[config.mk]
export PLATFORM = sky130hd
export DESIGN_NAME = inst_queue
export DESIGN_NICKNAME = d
export VERILOG_FILES = /design/src/rtl/inst_queue_pkg.sv /design/src/rtl/inst_queue_ptr.sv /design/src/rtl/inst_queue.sv
export SDC_FILE = /design/constraint.sdc
export NUM_CORES = 1
export LEC_CHECK = 0
export CAP_MARGIN = 5
export CORE_ASPECT_RATIO = 0.7
export CORE_MARGIN = 5
export CORE_UTILIZATION = 51
export CTS_BUF_LIST = sky130_fd_sc_hd__clkbuf_2 sky130_fd_sc_hd__clkbuf_4 sky130_fd_sc_hd__clkbuf_8
export DETAILED_ROUTE_END_ITERATION = 16
export PLACE_DENSITY = 0.72
export SLEW_MARGIN = 0
export SYNTH_ARGS = -nofsm -noshare
export SYNTH_HDL_FRONTEND = slang
export SYNTH_SLANG_ARGS = --single-unit
[constraint.sdc]
create_clock -name clk -period 32.6 [get_ports clk]
set_input_delay 4.89 -clock clk [delete_from_list [all_inputs] [get_ports clk]]
set_output_delay 4.89 -clock clk [all_outputs]
set_load 0.1 [all_outputs]
[src/rtl/inst_queue_pkg.sv]
// Shared definitions for the instruction queue: default sizes and slot-count helper.
package inst_queue_pkg;

   localparam int unsigned IQ_DEPTH_DEFAULT = 8;
   localparam int unsigned IQ_INST_W_DEFAULT = 32;
   localparam int unsigned IQ_PC_W_DEFAULT = 32;

   // Number of slots covered by a two-bit valid/take mask. Only 00, 01 and 11
   // are legal; 10 counts as zero so a malformed mask never moves a pointer.
   function automatic logic [1:0] slot_count(input logic [1:0] mask);
      logic [1:0] n;
      n = 2'd0;
      if (mask[0]) begin
         n = mask[1] ? 2'd2 : 2'd1;
      end
      return n;
   endfunction

endpackage

[src/rtl/inst_queue_ptr.sv]
// Queue pointer advance by 0, 1 or 2; the extra MSB acts as the wrap bit.
module inst_queue_ptr #(
   parameter int unsigned PTR_W = 4
) (
   input  logic [PTR_W-1:0] ptr,
   input  logic [1:0]       inc,
   output logic [PTR_W-1:0] nxt
);

   // Natural modulo-2^PTR_W wrap keeps the wrap bit toggling every DEPTH entries.
   always_comb begin
      nxt = ptr + PTR_W'(inc);
   end

endmodule

[src/rtl/inst_queue.sv]
// Two-wide instruction queue between IF and ID: circular buffer of {inst, pc, npc}.
module inst_queue
   import inst_queue_pkg::*;
#(
   parameter int unsigned DEPTH  = IQ_DEPTH_DEFAULT,
   parameter int unsigned INST_W = IQ_INST_W_DEFAULT,
   parameter int unsigned PC_W   = IQ_PC_W_DEFAULT
) (
   input  logic                      clk,
   input  logic                      rst,
   input  logic                      stop,
   input  logic                      flush,
   input  logic [1:0]                in_valid,
   input  logic [INST_W-1:0]         in0_inst,
   input  logic [INST_W-1:0]         in1_inst,
   input  logic [PC_W-1:0]           in0_pc,
   input  logic [PC_W-1:0]           in1_pc,
   input  logic [PC_W-1:0]           in0_npc,
   input  logic [PC_W-1:0]           in1_npc,
   output logic                      in_ready,
   output logic [1:0]                out_valid,
   output logic [INST_W-1:0]         out0_inst,
   output logic [INST_W-1:0]         out1_inst,
   output logic [PC_W-1:0]           out0_pc,
   output logic [PC_W-1:0]           out1_pc,
   output logic [PC_W-1:0]           out0_npc,
   output logic [PC_W-1:0]           out1_npc,
   input  logic [1:0]                out_take,
   output logic [$clog2(DEPTH):0]    count,
   output logic                      instbuf_full
);

   localparam int unsigned AW = $clog2(DEPTH);
   localparam int unsigned PW = AW + 1;

   // Storage is deliberately left out of reset.
   logic [INST_W-1:0] mem_inst [DEPTH];
   logic [PC_W-1:0]   mem_pc   [DEPTH];
   logic [PC_W-1:0]   mem_npc  [DEPTH];

   logic [PW-1:0] wptr, wptr_nxt;
   logic [PW-1:0] rptr, rptr_nxt;
   logic [1:0]    push_n, pop_n;
   logic          push_en, pop_en;
   logic [AW-1:0] wr_idx0, wr_idx1;
   logic [AW-1:0] rd_idx0, rd_idx1;

   // Occupancy, readiness and head-valid flags, all from the current pointers.
   always_comb begin
      count        = wptr - rptr;
      in_ready     = (count <= PW'(DEPTH - 2));
      instbuf_full = !in_ready;
      out_valid[0] = (count != '0);
      out_valid[1] = (count >= PW'(2));
   end

   // Push/pop amounts; flush and stop gate both sides, take is masked by what is valid.
   always_comb begin
      push_en = in_ready && !stop && !flush;
      pop_en  = !stop && !flush;
      push_n  = push_en ? slot_count(in_valid) : 2'd0;
      pop_n   = pop_en ? slot_count(out_take & out_valid) : 2'd0;
   end

   inst_queue_ptr #(
      .PTR_W (PW)
   ) u_wptr (
      .ptr (wptr),
      .inc (push_n),
      .nxt (wptr_nxt)
   );

   inst_queue_ptr #(
      .PTR_W (PW)
   ) u_rptr (
      .ptr (rptr),
      .inc (pop_n),
      .nxt (rptr_nxt)
   );

   // Pointer state; flush returns both pointers to the origin.
   always_ff @(posedge clk or negedge rst) begin
      if (!rst) begin
         wptr <= '0;
         rptr <= '0;
      end else if (flush) begin
         wptr <= '0;
         rptr <= '0;
      end else begin
         wptr <= wptr_nxt;
         rptr <= rptr_nxt;
      end
   end

   // Write/read slot indices; the second slot wraps within the array.
   always_comb begin
      wr_idx0 = wptr[AW-1:0];
      wr_idx1 = wr_idx0 + AW'(1);
      rd_idx0 = rptr[AW-1:0];
      rd_idx1 = rd_idx0 + AW'(1);
   end

   // Entry writes for the accepted slots, in slot order.
   always_ff @(posedge clk) begin
      if (push_n != 2'd0) begin
         mem_inst[wr_idx0] <= in0_inst;
         mem_pc[wr_idx0]   <= in0_pc;
         mem_npc[wr_idx0]  <= in0_npc;
      end
      if (push_n == 2'd2) begin
         mem_inst[wr_idx1] <= in1_inst;
         mem_pc[wr_idx1]   <= in1_pc;
         mem_npc[wr_idx1]  <= in1_npc;
      end
   end

   // Head and head+1 straight from storage; no path from the IF inputs.
   always_comb begin
      out0_inst = mem_inst[rd_idx0];
      out0_pc   = mem_pc[rd_idx0];
      out0_npc  = mem_npc[rd_idx0];
      out1_inst = mem_inst[rd_idx1];
      out1_pc   = mem_pc[rd_idx1];
      out1_npc  = mem_npc[rd_idx1];
   end

endmodule

==> impl_summary.log <==
[metrics] Boundary Pins: 400
[metrics] Yosys warning count: 0
[metrics] maximum vdd ir drop: 0.0000392 V
[metrics] final global-route overflow total: 0
[metrics] number of post-CTS setup repair buffers: 0
[metrics] count of buffer and inverter cells on the critical path: 4
[metrics] clk_lat worst skew: 770 ps
[metrics] post-synthesis instance area: 0.0442 sq mm
[metrics] TritonRoute pass-1 iters: 7
[metrics] htree depth: 4
[metrics] Die Y-Extent: 256 um
[metrics] pin count of the biggest net entering global routing: 98
[metrics] PD cells: 46.5 mW/mm^2
[metrics] RSZ-0062 raised after global routing: false
[metrics] final-report setup violation count: 0
[metrics] most numerous cell types in the synthesized netlist: 768 x edfxtp_1, 474 x mux2_1, 390 x mux2_2
[metrics] setup tns final: 0 ps
[metrics] antenna violations before repair: 22
[metrics] area growth from synthesis to layout: 17.8%
[metrics] dominant cell type by count on the critical path: buf_4
[metrics] total vias in the final route: 27300
[metrics] data arrival time of the critical path: 6090 ps
[metrics] worst path cell trace: buf_4 -> buf_4 -> buf_4 -> mux4_2 -> mux2_2 -> clkdlybuf4s50_1
[metrics] Tightest Hold Check Type: reg -> reg
[metrics] Die W: 362 um
[metrics] area of the die: 0.0928 sq mm
[metrics] Worst Clk Skew: 35.2 ps
[metrics] Max Transition Viols Final: 0
[metrics] cts bufs inserted: 133
[metrics] highest net fanout along the worst path: 68
[metrics] detailed-placement wirelength estimate: 71.5 mm
[metrics] transition time of the tightest slew-check pin: 1200 ps
[metrics] Synth Instances: 2609
[metrics] clock root buffer master: clkbuf_8
[metrics] Synthesized Nets: 2821
[metrics] Final #Nets: 3201
[metrics] run status: finished clean
[metrics] count of fill cells added during filler insertion: 6343
[metrics] maximum single-stage delay on the critical path: 980 ps
[metrics] Leakage: 16.8 nW
[metrics] DRC errors left: 0
[metrics] Placed Cells: 4004
[metrics] DRT iter0 DRCs: 2329
[metrics] number of flops mapped to enable cells by yosys: 768
[metrics] crit path max-delay cell type: clkdlybuf4s50_1
[metrics] CTS tree: done
[metrics] via count of the first global-routing pass: 29400
[metrics] share of synthesized registers carrying an async set or reset: 1.03%
[metrics] Longest Clk Path Bufs: 3
[metrics] number of synthesized register bits: 776
[metrics] synth top area cells: edfxtp_1 52%, mux4_2 20%, mux2_1 12%, mux2_2 9.9%, nand2_1 2.5%
[metrics] initial core utilization: 51.4%
[metrics] standard-cell rows: 90
[metrics] cell family with most CP delay: buffers and inverters
[metrics] GP Congestion: 0.808
[metrics] reported max-cap violation count: 0
[metrics] post-layout instance count excluding filler cells: 4253
[metrics] global-route wire length before repair: 192 mm
[metrics] number of nets still failing antenna checks after routing: 0
[metrics] mean routed wirelength per cell: 30.3 um
[metrics] Placeable Area: 0.0861 sq mm
[metrics] share of layout cells above drive strength 1: 34.0%
[metrics] worst endpoint required time: 27710 ps
[metrics] GRT Resource Usage Total: 27.6%
[metrics] Routed Wire Length: 129 mm
[metrics] count of cell types in the netlist: 36
[metrics] Reg clk slew, reported paths: 60 ps
[metrics] post-DR vias/cell: 6.43
[metrics] sink count of the clock tree: 776
[metrics] min cycle time layout: 10980 ps
[metrics] final number of hold-violating endpoints: 0
[metrics] Post-synth top flop: edfxtp_1
[metrics] share of the clock period used by the worst path after layout: 33.7%
[metrics] proportion of netlist area held by the largest area contributor: 52.1%
[metrics] class of the most critical setup path: reg -> out
[metrics] cell taking the most area after synthesis: edfxtp_1
[metrics] number of buffers added to fix hold violations after cts: 0
[metrics] cts repair resizes: 0
[metrics] critical path endpoint category: output pin
[metrics] Rel. slew slack: 19.7%
[metrics] average cell area after synthesis: 17.0 sq um
[metrics] kind of launch point of the worst setup path: register
[metrics] count leader, synth: edfxtp_1
[metrics] share of the yosys chip area belonging to registers: 52.6%
[metrics] Max Clock Freq: 91.1 MHz
[metrics] Port-buffer cells: 399
## kinds of logic after synthesis
group	share of synthesized area (%)
AOI/OAI and AO/OA	0.501
xor gates and xnor gates	0.215
adders and majority gates	0.390
buffers and inverters	1.89
DFF	52.6
muxes	41.5
and+or+nand+nor	2.88
## metal layers
| metal | vias up | GRT usage [%] | share of wire [%] |
|---|---|---|---|
| met5 | - | 0 | 0.081 |
| met4 | 16 | 7.62 | 2.1 |
| met3 | 199 | 5.85 | 7.9 |
| met2 | 1126 | 45.5 | 49 |
| met1 | 14500 | 37.7 | 41 |
| li1 | 11500 | - | - |
## flip-flops by register name, summed over array words and instances (netlist names)
register and flops:
rptr 4, mem_inst 256, wptr 4, mem_pc 256
mem_npc 256
## layout make-up
class	count	area, sq um	area share (%)
sequential	776	23300	44.7
multi-input combinational	1624	20400	39.1
timing repair buffer	446	4430	8.50
clock buffer	188	2270	4.36
tap	1150	1440	2.76
clock inverter	45	243	0.466
antenna	16	40.0	0.0768
inverter	8	32.5	0.0624
## worst reg2reg max path, cell delays in order (launching register included)
cell and delay, ps:
dfrtp_4 720, inv_4 660, ha_1 460, a21oi_1 330, a211oi_1 130, buf_4 200
o21ai_4 890, buf_4 940, buf_4 740, mux2_1 430
## where the power goes
group | switching, W | internal, W
sequential | 0.00000597 | 0.00111
combinational | 0.000289 | 0.000158
clock | 0.000401 | 0.000463
## worst paths after layout
path,startpoint,endpoint,slack (ps),cells after the start
max in group asynchronous,rst,rptr[0]$_DFF_PN0_,27740,1
max,rptr[0]$_DFF_PN0_,out1_pc[4],21620,6
max reg2reg,rptr[2]$_DFF_PN0_,mem_pc[5][4]$_DFFE_PP_,26820,9
min reg2reg,wptr[3]$_DFF_PN0_,wptr[3]$_DFF_PN0_,630,2
min in group asynchronous,rst,wptr[2]$_DFF_PN0_,4450,1
min,wptr[3]$_DFF_PN0_,wptr[3]$_DFF_PN0_,630,2
## through the flow
| step | setup slack (ps) | hold slack, ps | cell area [sq um] | utilization (%) | power (W) |
|---|---|---|---|---|---|
| after global placement | 22410 | 583 | 49600 | 57.5 | 0.00157 |
| final | 21620 | 628 | 52100 | 60.5 | 0.00243 |
| after global routing | 21190 | 671 | 52100 | 60.5 | 0.00251 |
| after floorplan | 19380 | 566 | 44200 | - | 0.00145 |
| after detailed placement | 22330 | 611 | 49600 | 57.5 | 0.00158 |
| after CTS | 21460 | 625 | 52100 | 60.5 | 0.00244 |
## placed cells by master (no fill, tap or decap), types with 4 or more instances in the layout
master,count
xnor2_1,6
o21ai_4,8
mux2_1,474
inv_1,7
nand2_1,292
buf_4,41
buf_12,7
clkbuf_8,138
ha_1,8
a2111oi_2,4
nor2_1,9
clkinv_1,34
clkdlybuf4s50_1,398
nand3_1,4
o31ai_4,8
nor2b_1,6
edfxtp_1,768
a21oi_1,5
diode_2,16
clkinv_2,6
dfrtp_1,5
mux4_2,384
mux2_2,390
clkbuf_4,50
(Power assumes the default switching activity.)
